$ cat src/rtl/regfile_write_queue.sv
// rtl/regfile_write_queue.sv - merges pipeline and mul/div results onto one register file write port
// Pipeline writes always win; mul/div results wait in a small FIFO and drain in idle cycles.
module regfile_write_queue #(
   parameter int DEPTH = 4,
   parameter int CW    = 3
) (
   input  logic          clk,
   input  logic          rst,
   input  logic          pipe_en,
   input  logic [4:0]    pipe_num,
   input  logic [31:0]   pipe_data,
   input  logic          md_valid,
   output logic          md_ready,
   input  logic [4:0]    md_num,
   input  logic [31:0]   md_data,
   input  logic [4:0]    chk_num,
   output logic          chk_pending,
   output logic [4:0]    write_num,
   output logic [31:0]   write_data,
   output logic          write_en,
   output logic [CW-1:0] count
);
   localparam int AW = $clog2(DEPTH);

   logic [4:0]    num_q  [DEPTH];
   logic [31:0]   data_q [DEPTH];
   logic [AW-1:0] head_q, head_d;
   logic [AW-1:0] tail_q, tail_d;
   logic [CW-1:0] count_q, count_d;
   logic [4:0]    write_num_q, write_num_d;
   logic [31:0]   write_data_q, write_data_d;
   logic          write_en_q, write_en_d;
   logic          pipe_take;
   logic          enq;
   logic          pop;

   assign md_ready   = (count_q != CW'(DEPTH));
   assign pipe_take  = pipe_en && (pipe_num != 5'd0);
   // r0 offers complete the handshake but are never stored.
   assign enq        = md_valid && md_ready && (md_num != 5'd0);
   assign pop        = !pipe_take && (count_q != '0);
   assign write_num  = write_num_q;
   assign write_data = write_data_q;
   assign write_en   = write_en_q;
   assign count      = count_q;

   always_comb begin
      head_d       = head_q;
      tail_d       = tail_q;
      count_d      = count_q;
      write_num_d  = write_num_q;
      write_data_d = write_data_q;
      write_en_d   = 1'b0;
      if (pipe_take) begin
         write_num_d  = pipe_num;
         write_data_d = pipe_data;
         write_en_d   = 1'b1;
      end else if (pop) begin
         write_num_d  = num_q[head_q];
         write_data_d = data_q[head_q];
         write_en_d   = 1'b1;
         head_d       = head_q + 1'b1;
      end
      if (enq) begin
         tail_d = tail_q + 1'b1;
      end
      if (enq && !pop) begin
         count_d = count_q + 1'b1;
      end else if (pop && !enq) begin
         count_d = count_q - 1'b1;
      end
   end

   // Only slots in [head, head+count) are live; anything else is stale.
   always_comb begin
      chk_pending = 1'b0;
      for (int i = 0; i < DEPTH; i++) begin
         if ((CW'(i) < count_q) && (num_q[head_q + AW'(i)] == chk_num)) begin
            chk_pending = 1'b1;
         end
      end
      if (chk_num == 5'd0) begin
         chk_pending = 1'b0;
      end
   end

   always_ff @(posedge clk or posedge rst) begin
      if (rst) begin
         head_q       <= '0;
         tail_q       <= '0;
         count_q      <= '0;
         write_num_q  <= '0;
         write_data_q <= '0;
         write_en_q   <= 1'b0;
      end else begin
         head_q       <= head_d;
         tail_q       <= tail_d;
         count_q      <= count_d;
         write_num_q  <= write_num_d;
         write_data_q <= write_data_d;
         write_en_q   <= write_en_d;
      end
   end

   // Storage needs no reset: occupancy alone decides which slots are meaningful.
   always_ff @(posedge clk) begin
      if (enq) begin
         num_q[tail_q]  <= md_num;
         data_q[tail_q] <= md_data;
      end
   end
endmodule

$ cat config.mk
export PLATFORM = sky130hd
export DESIGN_NAME = regfile_write_queue
export DESIGN_NICKNAME = d
export VERILOG_FILES = /design/src/rtl/regfile_write_queue.sv
export SDC_FILE = /design/constraint.sdc
export NUM_CORES = 1
export LEC_CHECK = 0
export ABC_CLOCK_PERIOD_IN_PS = 2800
export CAP_MARGIN = 30
export CORE_UTILIZATION = 40
export CTS_CLUSTER_SIZE = 12
export DETAILED_ROUTE_END_ITERATION = 8
export SYNTH_ARGS = -nofsm -noshare
export SYNTH_HDL_FRONTEND = slang
export SYNTH_SLANG_ARGS = --single-unit
$ cat constraint.sdc
create_clock -name clk -period 2.8 [get_ports clk]
set_clock_uncertainty 0.1 [all_clocks]
set_input_delay 0.7 -clock clk [delete_from_list [all_inputs] [get_ports clk]]
set_output_delay 0.7 -clock clk [all_outputs]
set_load 0.02 [all_outputs]
==> run_results.csv <==
group,metric,value,unit
setup_path,cp.arrival,2.43,ns
setup_path,path_max_fanout,5,
setup_path,cp-start-kind,"input pin",
cts,cts_root_buf,"clkbuf_16",
detailed_routing,dr.first_iter.drc_count,326,
synthesis,synth_edf_count,148,
die,dieWidth,144,microns
timing,slew_headroom,68.4,%
place,portBuffers,125,
final_layout,drive_gt1_share,22.1,%
timing,drv_slew,0,
place,dp_cells,928,
setup_path,startpoint,"chk_num[1]",
detailed_routing,detail_route.wirelength,18.0,mm
power,max-vdd-ir-drop,0.000559,V
global_routing,grt_overflow,0,
timing,rsz0062_at_grt,"true",
place,routabilityCongestion,0.841,
detailed_routing,vias,4877,
power,p_leak,3.90,nW
final_layout,final_cells,966,
setup_path,r2r_start,"count[0]",
synthesis,netlist_area,8070,sq um
setup_path,timing.rr.end,"count[2]",
hold_path,hp-start,"write_data[4]",
setup_path,r2r_setup_slack,0.57,ns
hold_path,hold_path_depth,2,
synthesis,synth_seq_cells,193,
synthesis,ys_warn_count,0,
timing,finalHoldViolCount,0,
final_layout,fillers,1607,
cts,cts_buffers,17,
die,dieArea,20800,sq um
global_routing,use_met1,22.8,%
cts,cts_sinks,193,
timing,setup_viol,1,
timing,fin_crit_sh,115,%
setup_path,worst-setup-path-type,"input pin to primary output",
global_routing,grt_pass1_vias,5021,
synthesis,seq_area_frac_synth,69.0,%
setup_path,cp-end-kind,"primary output",
global_routing,grt_pass1_wl,27.5,mm
synthesis,synthArstFlopShare,23.3,%
synthesis,netlist_instances,522,
job,maxCapViolCount,0,
detailed_routing,drc,0,
global_routing,gr-usage-all-layers,18.2,%
final_layout,syn_to_final_growth,34.2,%
synthesis,synthFlopType,"edfxtp_1",
synthesis,ys_types,35,
detailed_routing,drtAntennaViolNets,0,
synthesis,syn_nets,614,
detailed_routing,drt_first_pass_iters,4,
place,dpl_cell_area,9990,sq um
setup_path,worst-r2r-cell-count,9,
final_layout,final_design_area_no_fill,10800,sq um
die,core_area,19600,sq um
die,start_util,41.2,%
cts,path_clk_slew,0.07,ns
detailed_routing,wl_per_cell,18.7,microns
cts,hold_buffers,0,
place,pre_cts_ws,-0.775,ns
final_layout,n_antenna_cell,0,
die,die_height,144,microns
global_routing,gr-usage-met3,2.85,%
status,violations,"setup timing",
global_routing,antenna_found_initial,0,
power,powerDensity,1020,nW/um^2
cts,htree_levels,4,
global_routing,grt-busiest-layer,"met2",
cts,cts_tree,"built",
synthesis,syn_area_per_cell,15.5,sq um
global_routing,gr-usage-met2,31.6,%
cts,insertion_delay,0.43,ns
hold_path,hp-class,"flip-flop to flip-flop",
hold_path,holdPathEnd,"write_data[4]",
timing,period_needed,3.23,ns
setup_path,required,2.00,ns
global_routing,grt_max_degree,40,
timing,worst_pin_slew,0.474,ns
die,fp-row-count,51,
detailed_routing,viasPerCell,5.05,
final_layout,nets,780,
die,num_io_pins,126,
timing,fmax,309,MHz
cts,clk_path_buf_depth,2,
place,hpwl,12.3,mm
status,status,"complete, but fails checks",
timing,setup_ws,-0.432,ns
## layout by cell type (no fill, tap or decap), drive strengths merged, types with 6 or more instances in the layout
| cell type | instances |
|---|---|
| clkdlybuf4s50 | 123 |
| nor2 | 39 |
| clkinv | 6 |
| clkbuf | 18 |
| edfxtp | 148 |
| inv | 10 |
| buf | 56 |
| mux2i | 23 |
| nand2 | 80 |
| dfrtp | 45 |
| mux4 | 35 |
| xor2 | 23 |
| ha | 9 |
| a31oi | 35 |
## worst max path at each step
stage                       end  slack, ns  cells after the start
floorplan           chk_pending       0.05                      6
global placement    chk_pending      -0.74                      7
detailed placement  chk_pending      -0.77                      8
CTS                 chk_pending      -0.44                      7
global route        chk_pending      -0.55                     10
finish              chk_pending      -0.43                      9
## synthesized netlist by cell type (5+ instances only)
| library cell | n | area, sq um |
|---|---|---|
| nand2_1 | 80 | 300 |
| mux2i_1 | 22 | 220 |
| dfrtp_1 | 45 | 1130 |
| and2_1 | 5 | 31.3 |
| a31oi_1 | 35 | 219 |
| mux4_2 | 35 | 788 |
| nor2_1 | 39 | 146 |
| xnor2_1 | 5 | 43.8 |
| buf_2 | 11 | 55.1 |
| inv_1 | 5 | 18.8 |
| edfxtp_1 | 148 | 4440 |
| nand3_1 | 5 | 25.0 |
| xor2_1 | 23 | 201 |
| clkbuf_1 | 17 | 63.8 |
| ha_1 | 9 | 113 |
## cell families after synthesis
kind of cell               Yosys count  synth area share (%)
xor gates and xnor gates            28                  3.04
buffers and inverters               39                  2.31
muxes                               59                  12.8
AOI/OAI and AO/OA                   51                  4.05
adders and majority gates            9                  1.40
DFF                                193                  69.0
and+or+nand+nor                    143                  7.39
## power breakdown
part	leakage (nW)	total, mW	internal [mW]	switching, mW
clock	0.303	2.53	1.43	1.09
combinational	1.73	4.36	2.16	2.20
sequential	1.87	4.14	3.83	0.311
total	3.90	11.0	7.42	3.60
## flip-flops by register name (all words and copies together) (netlist names)
name	cells
head_q	2
write_en	1
write_num	5
write_data	32
tail_q	2
data_q	128
num_q	20
count	3
## critical path, stage by stage
cell and delay [ns]:
clkdlybuf4s50_1 0.61, buf_4 0.16, xor2_1 0.13, nand4_1 0.19, buf_4 0.19, o22ai_2 0.09, a21oi_1 0.06, a21oi_1 0.15
buf_4 0.16
## area by class of cell
cell class	count	area (sq um)	share of cell area, %
flip-flops and latches	193	5580	51.5
multi-input cells	290	2480	22.9
repair buffers	181	1810	16.7
clock buffers	17	425	3.93
well taps	265	332	3.06
clock inverters	15	200	1.85
inverters	5	18.8	0.173
## layer usage
layer  vias to the layer above  part of all wire (%)  wire [microns]
met4                         0                   1.6             291
met5                         -                     0               0
li1                       2283                     -               -
met2                        97                    52            9330
met3                        18                   3.0             541
met1                      2479                    44            7880
## repair_timing
item | in CTS | in global routing
setup buffers | 3 | 2
resized for setup | 12 | 19
gates cloned | 0 | 1
hold endpoints to repair | 0 | 0
pin swaps | 2 | 10
endpoints found under the setup margin | 1 | 2
## stage by stage
stage	utilization [%]	hold slack, ns	TNS, ns	power, mW
after floorplan	-	0.480	0	6.62
after global placement	51.0	0.425	-0.804	8.26
after detailed placement	51.0	0.432	-0.852	8.35
after CTS	54.5	0.441	-0.438	11.0
after global routing	55.3	0.464	-0.547	11.6
final	55.3	0.439	-0.432	11.0
Note: power is estimated with default switching activity, not from simulation.
